File: src/rtl/resend_scheduler.sv
// resend_scheduler: tracks four in-flight packet slots, schedules resends on NACK/timeout and abandons after max retries
module resend_scheduler #(
  parameter int TIMEOUT_CYCLES = 1024,
  parameter int MAX_RETRIES = 3,
  localparam int TIMER_W = $clog2(TIMEOUT_CYCLES + 1)
) (
  input  logic       CLK,
  input  logic       nRST,
  input  logic       alloc_req,
  output logic       alloc_gnt,
  output logic [1:0] alloc_slot,
  input  logic       ack_valid,
  input  logic [1:0] ack_slot,
  input  logic       nack_valid,
  input  logic [1:0] nack_slot,
  input  logic [3:0] rs_cnt_full,
  output logic [3:0] rs_write,
  output logic [3:0] slot_busy,
  output logic       err_valid,
  output logic [1:0] err_slot
);
  typedef enum logic [1:0] {FREE, WAIT_ACK, RESEND_PEND} state_t;
  localparam logic [TIMER_W-1:0] T_LOAD = TIMER_W'(TIMEOUT_CYCLES);
  localparam logic [1:0] R_MAX = 2'(MAX_RETRIES);

  state_t st [4];
  state_t st_n [4];
  logic [TIMER_W-1:0] tmr [4];
  logic [TIMER_W-1:0] tmr_n [4];
  logic [1:0] rty [4];
  logic [1:0] rty_n [4];
  logic [1:0] rr, rr_n, low, sel;
  logic [3:0] free, cand, rs_write_n;
  logic sel_any, sel_ack, abandon;

  assign slot_busy = ~free;
  assign alloc_gnt = nRST && alloc_req && |free;
  assign alloc_slot = alloc_gnt ? low : 2'd0;

  always_comb begin
    for (int i = 0; i < 4; i++) begin
      free[i] = st[i] == FREE;
      cand[i] = st[i] == RESEND_PEND && !rs_cnt_full[i];
    end
    low = 2'd0;
    for (int i = 3; i >= 0; i--) if (free[i]) low = 2'(i);
    // descending walk leaves the first candidate at or after rr as the winner
    sel_any = 1'b0;
    sel = 2'd0;
    for (int k = 3; k >= 0; k--) begin
      if (cand[rr + 2'(k)]) begin
        sel_any = 1'b1;
        sel = rr + 2'(k);
      end
    end
    sel_ack = sel_any && ack_valid && ack_slot == sel;
    abandon = sel_any && !sel_ack && rty[sel] == R_MAX;
    rs_write_n = (sel_any && !sel_ack && !abandon) ? 4'b0001 << sel : 4'b0000;
    rr_n = sel_any ? sel + 2'd1 : rr;
    for (int i = 0; i < 4; i++) begin
      st_n[i] = st[i];
      tmr_n[i] = tmr[i];
      rty_n[i] = rty[i];
      if (alloc_gnt && alloc_slot == 2'(i)) begin
        st_n[i] = WAIT_ACK;
        tmr_n[i] = T_LOAD;
        rty_n[i] = 2'd0;
      end else if (st[i] == WAIT_ACK) begin
        tmr_n[i] = tmr[i] - 1'b1;
        if (ack_valid && ack_slot == 2'(i)) begin
          st_n[i] = FREE;
          tmr_n[i] = '0;
          rty_n[i] = 2'd0;
        end else if ((nack_valid && nack_slot == 2'(i)) || tmr[i] == TIMER_W'(1)) begin
          st_n[i] = RESEND_PEND;
        end
      end else if (st[i] == RESEND_PEND) begin
        if ((ack_valid && ack_slot == 2'(i)) || (abandon && sel == 2'(i))) begin
          st_n[i] = FREE;
          tmr_n[i] = '0;
          rty_n[i] = 2'd0;
        end else if (sel_any && sel == 2'(i)) begin
          st_n[i] = WAIT_ACK;
          tmr_n[i] = T_LOAD;
          rty_n[i] = rty[i] + 2'd1;
        end
      end
    end
  end

  always_ff @(posedge CLK or negedge nRST) begin
    if (!nRST) begin
      for (int i = 0; i < 4; i++) begin
        st[i] <= FREE;
        tmr[i] <= '0;
        rty[i] <= 2'd0;
      end
      rr <= 2'd0;
      rs_write <= 4'b0000;
      err_valid <= 1'b0;
      err_slot <= 2'd0;
    end else begin
      for (int i = 0; i < 4; i++) begin
        st[i] <= st_n[i];
        tmr[i] <= tmr_n[i];
        rty[i] <= rty_n[i];
      end
      rr <= rr_n;
      rs_write <= rs_write_n;
      err_valid <= abandon;
      err_slot <= abandon ? sel : 2'd0;
    end
  end
endmodule

File: config.mk
export PLATFORM = sky130hd
export DESIGN_NAME = resend_scheduler
export DESIGN_NICKNAME = d
export VERILOG_FILES = /design/src/rtl/resend_scheduler.sv
export SDC_FILE = /design/constraint.sdc
export NUM_CORES = 1
export LEC_CHECK = 0
export CORE_MARGIN = 5
export CORE_UTILIZATION = 45
export CTS_CLUSTER_SIZE = 20
export DETAILED_ROUTE_END_ITERATION = 7
export DONT_BUFFER_PORTS = 1
export PLACE_DENSITY = 0.6
export SETUP_SLACK_MARGIN = 0.3
export SLEW_MARGIN = 0
export SYNTH_ARGS = -nofsm -noshare
export SYNTH_HDL_FRONTEND = slang
export SYNTH_SLANG_ARGS = --single-unit
File: constraint.sdc
create_clock -name CLK -period 2.9 [get_ports CLK]
set_input_delay 0.87 -clock CLK [delete_from_list [all_inputs] [get_ports CLK]]
set_output_delay 0.87 -clock CLK [all_outputs]
set_load 0.05 [all_outputs]
=== After elaboration in Yosys (flattened, before gate mapping) ===
Index checks and enable logic that the tools add are counted.

* Bitwise operators: 2
* Reduce and logical (&&, ||, !) cells: 74
* Add/subtract/negate cells: 12
* Equality and inequality tests: 34
* Shifts and indexed selects: 1
* Muxes and demuxes: 102
* Order comparisons: 5

{| class="wikitable"
|+ Operator list
! kind !! count
|-
| 11-bit two-way mux || 24
|-
| 2-bit two-way mux || 64
|-
| 11-bit by 1-bit == test with 1-bit output, second input constant || 4
|-
| 11-bit by 1-bit subtractor with 11-bit output, second input constant || 4
|-
| 1-bit logical AND || 31
|-
| 2-bit == test, second input constant || 13
|-
| 3-bit AND reduction || 8
|-
| 2-bit by 1-bit == test with 1-bit output, second input constant || 8
|-
| 2-bit logical NOT || 8
|-
| 4-bit by 2-bit != test with 1-bit output, second input constant || 4
|-
| 4-bit nonzero test || 4
|-
| 2-bit by 1-bit adder with 2-bit output, second input constant || 6
|-
| 2-bit by 3-bit less-than comparator with 1-bit output, second input constant || 4
|-
| 3-bit by 2-bit != test with 1-bit output, second input constant || 4
|-
| 3-bit nonzero test || 4
|-
| 1-bit binary-select mux with 2-bit select || 4
|-
| 1-bit logical OR || 8
|-
| 1-bit two-way mux || 8
|-
| 2-bit AND reduction || 4
|-
| 1-bit logical NOT || 6
|-
| 2-bit adder, second input constant || 2
|-
| 2-bit binary-select mux with 2-bit select || 1
|-
| 4-bit two-way mux || 1
|-
| 4-bit NOT || 1
|-
| 5 further kinds || 5
|}

* Logic and storage cells: 246
* Flip-flop bits (word level): 69
* Output and inout port bits: 14
* Bits of input ports: 13

=== Depth between registers and ports, before layout ===
Gate-level depths: netlist (run 1).

* Depth in word-level cells: 20
* Gate-level depth with buffers: 11

=== Least setup slack after synthesis (run 1) ===
OpenSTA, ideal clock, no wires.

* Path type: register -> output
* Start point: reg st[4] (netlist bit)
* End point: out alloc_slot[0]
* Arrival time: 2.285 ns
* Path slack: -0.255 ns
* Cell stages (with the launch flop): 4
* Required time: 2.030 ns
* Cells stage by stage: dfrtp_1 > or2_2 > clkbuf_1 > a21boi_0

* Longest elaborated chain between the ends: 4
* Elaborated cells between the ends (all ways): 6
* Classes of those cells: mux: 3; reduce/logical: 3

{| class="wikitable"
|+ Ends and longest elaborated chain
! what !! RTL line !! source
|-
| start: declaration || 26 || <nowiki>state_t st [4];</nowiki>
|-
| start signal: indexed assignment || 104 || <nowiki>st[i] <= st_n[i];</nowiki>
|-
| 2-bit logical NOT (*) || 42 || <nowiki>free[i] = st[i] == FREE;</nowiki>
|-
| 2-bit two-way mux or 4-bit OR reduction (tied branches) || 46, 37 ||
|-
| 2-bit two-way mux or 1-bit logical AND (tied branches) || 46, 37 ||
|-
| 2-bit two-way mux (*) || 38 || <nowiki>assign alloc_slot = alloc_gnt ? low : 2'd0;</nowiki>
|-
| end: declaration || 11 || <nowiki>output logic [1:0] alloc_slot,</nowiki>
|}

Mark *: on every way between the ends. The rest lies on a longest branch, timed or not.

=== Worst setup path in the final report (run 1) ===
* Start point: in rs_cnt_full[2]
* End point: reg rty[5] (netlist bit)

* Longest elaborated chain between the ends: 20
* Elaborated cells between the ends (all ways): 39
* Classes of those cells: eq/ne: 3; mux: 23; bitwise: 1; reduce/logical: 12

{| class="wikitable"
|+ Ends and longest elaborated chain
! what !! RTL line !! source
|-
| start: declaration || 16 || <nowiki>input logic [3:0] rs_cnt_full,</nowiki>
|-
| 1-bit logical NOT (*) || 43 || <nowiki>cand[i] = st[i] == RESEND_PEND && !rs_cnt_full[i];</nowiki>
|-
| 1-bit logical AND (*) || 43 ||
|-
| 1-bit binary-select mux with 2-bit select || 51 || <nowiki>if (cand[rr + 2'(k)]) begin</nowiki>
|-
| 1-bit two-way mux (implied by the code) || 51 ||
|-
| 2-bit two-way mux (4 in series) || 51 ||
|-
| 2-bit NOT with 3-bit output (implied by the code) || 57 || <nowiki>abandon = sel_any && !sel_ack && rty[sel] == R_MAX;</nowiki>
|-
| 2-bit binary-select mux with 2-bit select || 57 ||
|-
| 2-bit two-way mux (implied by the code) (2 in series) || 57 ||
|-
| 2-bit == test || 57 ||
|-
| 1-bit logical AND || 57 ||
|-
| 1-bit logical AND || 78 || <nowiki>if ((ack_valid && ack_slot == 2'(i)) || (abandon && sel == 2'(i))) begin</nowiki>
|-
| 1-bit logical OR || 78 ||
|-
| 2-bit two-way mux || 78 ||
|-
| 2-bit two-way mux || 77 || <nowiki>end else if (st[i] == RESEND_PEND) begin</nowiki>
|-
| 2-bit two-way mux || 68 || <nowiki>end else if (st[i] == WAIT_ACK) begin</nowiki>
|-
| 2-bit two-way mux || 64 || <nowiki>if (alloc_gnt && alloc_slot == 2'(i)) begin</nowiki>
|-
| end signal: indexed assignment || 106 || <nowiki>rty[i] <= rty_n[i];</nowiki>
|-
| end: declaration || 30 || <nowiki>logic [1:0] rty [4];</nowiki>
|}

Mark *: on every way between the ends. The rest lies on a longest branch, timed or not. The select of a mux whose other input is x is not followed.
A chain may end at the register's enable or synchronous reset.

==> flow_metrics.py, run 1 <==
metrics = {
    "clocking": {
        "htreeDepth": 3,
        "clk_latency_ns": 0.35,
        "cts_tree": "built",
        "cts.sinks": 69,
        "clk_pin_slew_ns": 0.07,
        "cts_made_buffers": 9,
        "clockRootBuffer": "clkbuf_8",
        "clk_path_buf_depth": 2,
    },
    "place": {
        "gp_congestion": 0.794,
        "dpl_cell_area_um2": 4370,
        "io_buffers": 0,
        "dp_cells": 584,
        "dp_hpwl_mm": 6.68,
    },
    "logic_synthesis": {
        "netlist.area_leader.share": 0.435,
        "synth_top_family_by_area": "simple AND/OR/NAND/NOR gates",
        "ys.flop_type": "dfrtp_1",
        "yosysWarnings": 0,
        "synth-simple-area-share": 0.244,
        "avgSynthCellArea_um2": 8.62,
        "synthAdderAreaFrac": 0.0378,
        "synthMuxAreaShare": 0.00378,
        "synth_seq_cells": 69,
        "synth_compound_area_frac": 0.226,
        "synth_fp_nets": 486,
        "synthDistinctLibCells": 52,
        "synth.area.top_cells": "dfrtp_1 43%, o21ai_0 6.7%, nand2_1 5.2%",
        "syn_inst": 461,
        "netlist_area_um2": 3970,
        "ys_seq_area_frac": 0.435,
        "synth_edf_count": 0,
        "async_flop_share": 1.00,
        "yosysTopAreaCell": "dfrtp_1",
        "synth-xor-area-share": 0.0154,
    },
    "worst_setup_path": {
        "crit_path_end_kind": "flip-flop",
        "cp_slowest_cell": "or3_4",
        "cp_slowest_stage_delay_ns": 0.34,
        "cp.arrival_ns": 2.78,
        "cp_num_buf_inv": 2,
        "crit_top_cell": "buf_4",
        "crit_required_ns": 3.13,
        "r2r_cells": 10,
        "worst-setup-path-type": "in2reg",
        "cpLargestDelayFamily": "compound AO/OA/AOI/OAI gates",
        "cp_num_cells": 10,
        "crit_path_start_kind": "input port",
        "worstPathCellList": "nor3b_4, mux2_4, a221oi_4, buf_4, or3_4, a32oi_4, buf_4, a311oi_2, a21oi_1, o22ai_2",
        "cp_max_fo": 4,
    },
    "power_and_ir_drop": {
        "p_int_mw": 3.06,
        "switching_share": 0.472,
        "seqPwrFrac": 0.316,
        "p_leak_nw": 2.00,
        "p_total_mw": 5.78,
        "power_frac_clock": 0.120,
        "combPwrFrac": 0.564,
        "p_sw_mw": 2.73,
        "peakVddDrop_v": 0.000520,
        "power_density_nw_per_um2": 1240,
    },
    "route": {
        "drt_iter0_drc": 130,
        "drc": 0,
        "via_count": 3396,
        "vias_per_cell": 5.63,
        "detail_route.wl_per_cell_um": 15.6,
        "drtAntennaViolNets": 0,
        "dr.pass1.iters": 5,
        "wl_mm": 9.39,
    },
    "floorplan": {
        "die_height_um": 104,
        "design.core.area_um2": 8680,
        "initial_core_util": 0.458,
        "die_w_um": 104,
        "core.rowCount": 34,
        "io-pin-count": 27,
        "design.die.area_um2": 10800,
    },
    "global_routing": {
        "grt_first_pass_wirelength_mm": 15.6,
        "grt_overflow": 0,
        "grt_max_degree": 72,
        "antenna_found_initial": 0,
        "grt_pass1_vias": 3206,
        "track_usage": 0.175,
    },
    "timing": {
        "finalSetupViolCount": 0,
        "tns_ns": 0,
        "slew_headroom": 0.487,
        "slew_viol_final": 0,
        "skew_ns": 0.00643,
        "hold_viol_final": 0,
        "tightest_slew_ns": 0.762,
        "rsz0062_at_grt": "true",
        "fin_crit_ns": 2.55,
        "timing.fmax_mhz": 392,
        "fin_hold_ws_ns": 0.212,
        "finalCritPeriodShare": 0.880,
    },
    "outcome": {
        "outcome": "finished, final reports clean",
    },
    "cells_and_area": {
        "fin_area_um2": 4660,
        "area.growth.synth_to_final_pct": 17.2,
        "drive_gt1_frac": 0.192,
        "diodes": 0,
        "instances_no_fill": 603,
        "final_cell_mix": "64 x dfrtp_1, 55 x nand2_1, 50 x nor2_1",
        "nNetsFinal": 517,
        "layout_commonest_cell": "dfrtp_1",
    },
    "hold_path": {
        "min_path_type": "in2async",
    },
    "run": {
        "drv_cap": 0,
    },
}
==> metrics by stage <==
step	setup slack, ns	utilization
floorplan	0.0909	-
global placement	0.0115	0.504
detailed placement	-0.0426	0.504
CTS	0.310	0.525
global route	0.237	0.536
finish	0.348	0.536
==> power by group through the flow <==
stage	sequential (mW)	clock (mW)	combinational, mW
floorplan	1.72	0	2.42
global placement	1.82	0	3.06
detailed placement	1.82	0	3.12
CTS	1.81	0.718	3.15
global route	1.89	0.764	3.64
finish	1.83	0.696	3.26
==> layout make-up <==
class | count | area, um2
fillers | 795 | 4020
multi-input cells | 353 | 2260
flip-flops and latches | 69 | 1730
repair buffers | 31 | 253
clock buffers | 12 | 155
well taps | 108 | 135
inverters | 28 | 105
clock inverters | 2 | 10.0
==> per-layer routing <==
layer	vias to the layer above	GRT usage	wire (um)
met2	48	0.278	4460
li1	1713	-	-
met4	0	0.0629	173
met3	12	0.0447	335
met5	-	0	0
met1	1623	0.230	4420
==> sequential cells by signal, indices dropped and copies added, names as in the netlist <==
| signal | flops |
|---|---|
| rs_write | 4 |
| st | 8 |
| err_valid | 1 |
| rty | 8 |
| tmr | 44 |
| rr | 2 |
| err_slot | 2 |
==> logic make-up after synthesis <==
kind of cell	count (synthesis)
AO/OA/AOI/OAI	138
XOR/XNOR	7
flip-flops	69
buffers and inverters	40
adder cells (fa/ha/maj)	12
multiplexers	1
AND/OR/NAND/NOR	194
==> synthesized netlist by cell type (2+ instances only) <==
cell      instances
xnor2_1           6
dfrtp_1          69
o21a_1            2
a31oi_1          12
o31ai_1           6
o21ai_0          53
nand3b_1          6
inv_1            28
buf_2             2
a311oi_1          2
or3_1             6
nor3_1           13
and3_1            2
nor2_1           52
nor3b_1           5
nand3_1          13
nand2b_1          7
and2_1            8
nand2_1          55
or2_2             5
or4_1             2
a311oi_2          2
o22ai_1           9
a21o_1            3
a31oi_2           2
o41ai_1           3
nor2b_1           4
o22a_1            3
nor4_1            8
nor3b_4           2
o21ai_1           4
ha_1             12
clkbuf_1          9
a21oi_1          28
==> worst paths after layout <==
check,endpoint,slack [ns],startpoint
worst max-delay path,rty[5]$_DFFE_PN0P_,0.35,rs_cnt_full[2]
worst min-delay path,tmr[3]$_DFFE_PN0P_,0.21,nRST
worst max register to register,rty[3]$_DFFE_PN0P_,0.37,st[7]$_DFFE_PN0P_
worst min register to register,tmr[39]$_DFFE_PN0P_,0.49,tmr[39]$_DFFE_PN0P_
max in group asynchronous,st[5]$_DFFE_PN0P_,2.57,nRST
min in group CLK,tmr[39]$_DFFE_PN0P_,0.49,tmr[39]$_DFFE_PN0P_
==> repair_timing <==
action,in CTS,in global routing
setup endpoints to repair,4,33
cloned,0,1
gates resized for setup,5,14
endpoints found under the hold margin,0,0
hold buffers,0,0
pin swaps,0,6
buffers inserted,0,4
Power figures use the tool's default switching activity.
==> run 2: changes to the inputs <==
--- a/config.mk
+++ b/config.mk
@@ -7,11 +7,13 @@
 export LEC_CHECK = 0
 export CORE_MARGIN = 5
 export CORE_UTILIZATION = 45
+export CTS_BUF_LIST = sky130_fd_sc_hd__clkbuf_2 sky130_fd_sc_hd__clkbuf_4 sky130_fd_sc_hd__clkbuf_8
 export CTS_CLUSTER_SIZE = 20
 export DETAILED_ROUTE_END_ITERATION = 7
 export DONT_BUFFER_PORTS = 1
 export PLACE_DENSITY = 0.6
 export SETUP_SLACK_MARGIN = 0.3
+export SKIP_LAST_GASP = 1
 export SLEW_MARGIN = 0
 export SYNTH_ARGS = -nofsm -noshare
 export SYNTH_HDL_FRONTEND = slang
==> flow_metrics.py, run 2 (same netlist as run 1, synthesis figures left out) <==
metrics = {
    "clocking": {
        "clk_path_buf_depth": 2,
        "htreeDepth": 3,
        "clockRootBuffer": "clkbuf_8",
        "clk_pin_slew_ns": 0.07,
        "cts_made_buffers": 9,
        "cts_hold_buf": 0,
        "clk_latency_ns": 0.35,
        "cts_tree": "built",
        "cts.sinks": 69,
    },
    "timing": {
        "tns_ns": 0,
        "fin_crit_ns": 2.55,
        "hold_viol_final": 0,
        "fin_hold_ws_ns": 0.212,
        "skew_ns": 0.00659,
        "slew_viol_final": 0,
        "rsz0062_at_grt": "true",
        "finalSetupViolCount": 0,
        "tightest_slew_ns": 0.762,
        "fin_ws_ns": 0.349,
        "slew_headroom": 0.487,
        "timing.fmax_mhz": 392,
        "finalCritPeriodShare": 0.880,
    },
    "worst_setup_path": {
        "cp_max_fo": 4,
        "crit_path_start_kind": "input port",
        "crit_path_end_kind": "flip-flop",
        "cp.arrival_ns": 2.78,
        "crit_required_ns": 3.13,
        "worst-setup-path-type": "in2reg",
    },
    "route": {
        "wl_mm": 9.39,
        "dr.pass1.iters": 5,
        "via_count": 3392,
        "vias_per_cell": 5.63,
        "drt_iter0_drc": 130,
        "detail_route.wl_per_cell_um": 15.6,
        "drtAntennaViolNets": 0,
        "drc": 0,
    },
    "power_and_ir_drop": {
        "p_int_mw": 3.06,
        "seqPwrFrac": 0.316,
        "peakVddDrop_v": 0.000517,
        "power_frac_clock": 0.121,
        "p_sw_mw": 2.73,
        "p_leak_nw": 2.00,
        "switching_share": 0.471,
        "combPwrFrac": 0.563,
        "power_density_nw_per_um2": 1240,
    },
    "floorplan": {
        "initial_core_util": 0.458,
        "io-pin-count": 27,
        "design.core.area_um2": 8680,
        "core.rowCount": 34,
        "design.die.area_um2": 10800,
        "die_w_um": 104,
        "die_height_um": 104,
    },
    "global_routing": {
        "grt_max_degree": 72,
        "grt_first_pass_wirelength_mm": 15.6,
        "track_usage": 0.175,
        "grt_pass1_vias": 3206,
        "grt_overflow": 0,
        "antenna_found_initial": 0,
    },
    "cells_and_area": {
        "area.growth.synth_to_final_pct": 17.3,
        "drive_gt1_frac": 0.194,
        "largest_reg_flops": 44,
        "final_cell_mix": "64 x dfrtp_1, 55 x nand2_1, 50 x nor2_1",
        "fill_cells": 793,
        "diodes": 0,
        "layout_commonest_cell": "dfrtp_1",
        "top_regs": "tmr x44, rty x8, st x8",
        "regMostFlops": "tmr",
        "instances_no_fill": 603,
        "nNetsFinal": 517,
    },
    "place": {
        "dp_hpwl_mm": 6.68,
        "pre_cts_ws_ns": -0.0426,
        "gp_congestion": 0.794,
        "io_buffers": 0,
        "dp_cells": 584,
    },
    "hold_path": {
        "min_path_type": "in2async",
    },
    "run": {
        "drv_cap": 0,
    },
    "outcome": {
        "outcome": "finished, final reports clean",
    },
}
[run 2: final timing paths]
path / from / to / slack (ns) / depth (start not counted)
worst max-delay path: rs_cnt_full[2] / rty[5]$_DFFE_PN0P_ / 0.35 / 10
worst min-delay path: nRST / tmr[3]$_DFFE_PN0P_ / 0.21 / 0
worst max register to register: st[2]$_DFFE_PN0P_ / rty[5]$_DFFE_PN0P_ / 0.37 / 10
worst min register to register: tmr[39]$_DFFE_PN0P_ / tmr[39]$_DFFE_PN0P_ / 0.49 / 1
max in group asynchronous: nRST / st[5]$_DFFE_PN0P_ / 2.57 / 0
min in group CLK: tmr[39]$_DFFE_PN0P_ / tmr[39]$_DFFE_PN0P_ / 0.49 / 1
[run 2: critical path: stages]
cell and delay [ns]:
nor3b_4 0.26, mux2_4 0.22, a221oi_4 0.07, buf_4 0.16, or3_4 0.34, a32oi_4 0.30, buf_4 0.18, a311oi_2 0.10
a21oi_1 0.20, o22ai_2 0.08
[run 2: power groups by stage]
stage	combinational, mW	sequential, mW	clock [mW]
final	3.26	1.83	0.702
after global routing	3.64	1.89	0.773
after CTS	3.15	1.81	0.727
after detailed placement	3.12	1.82	0
after global placement	3.06	1.82	0
after floorplan	2.42	1.72	0
[run 2: what timing repair did]
item | CTS | global route
buffers inserted | 0 | 4
resized for setup | 5 | 14
cloned | 0 | 1
pin swaps | 0 | 6
endpoints found under the setup margin | 4 | 33
[run 2: routing by layer]
layer  wire length [um]  global-route usage  part of all wire  vias to the layer above
met4                173              0.0629             0.018                        0
li1                   -                   -                 -                     1713
met2               4460               0.278              0.47                       44
met1               4430               0.230              0.47                     1623
met3                326              0.0447             0.035                       12
met5                  0                   0                 0                        -
[run 2: layout make-up]
class / count / area, um2 / share of cell area
clock inverters: 2 / 10.0 / 0.00215
well taps: 108 / 135 / 0.0290
multi-input cells: 353 / 2260 / 0.486
inverters: 28 / 105 / 0.0226
repair buffers: 31 / 253 / 0.0542
flip-flops and latches: 69 / 1730 / 0.372
clock buffers: 12 / 159 / 0.0341
[run 2: metrics by stage]
stage | util | total power [mW] | area, um2
after detailed placement | 0.504 | 4.95 | 4370
after global placement | 0.504 | 4.88 | 4370
after global routing | 0.537 | 6.30 | 4660
final | 0.537 | 5.79 | 4660
after CTS | 0.525 | 5.69 | 4560
after floorplan | - | 4.14 | 4090
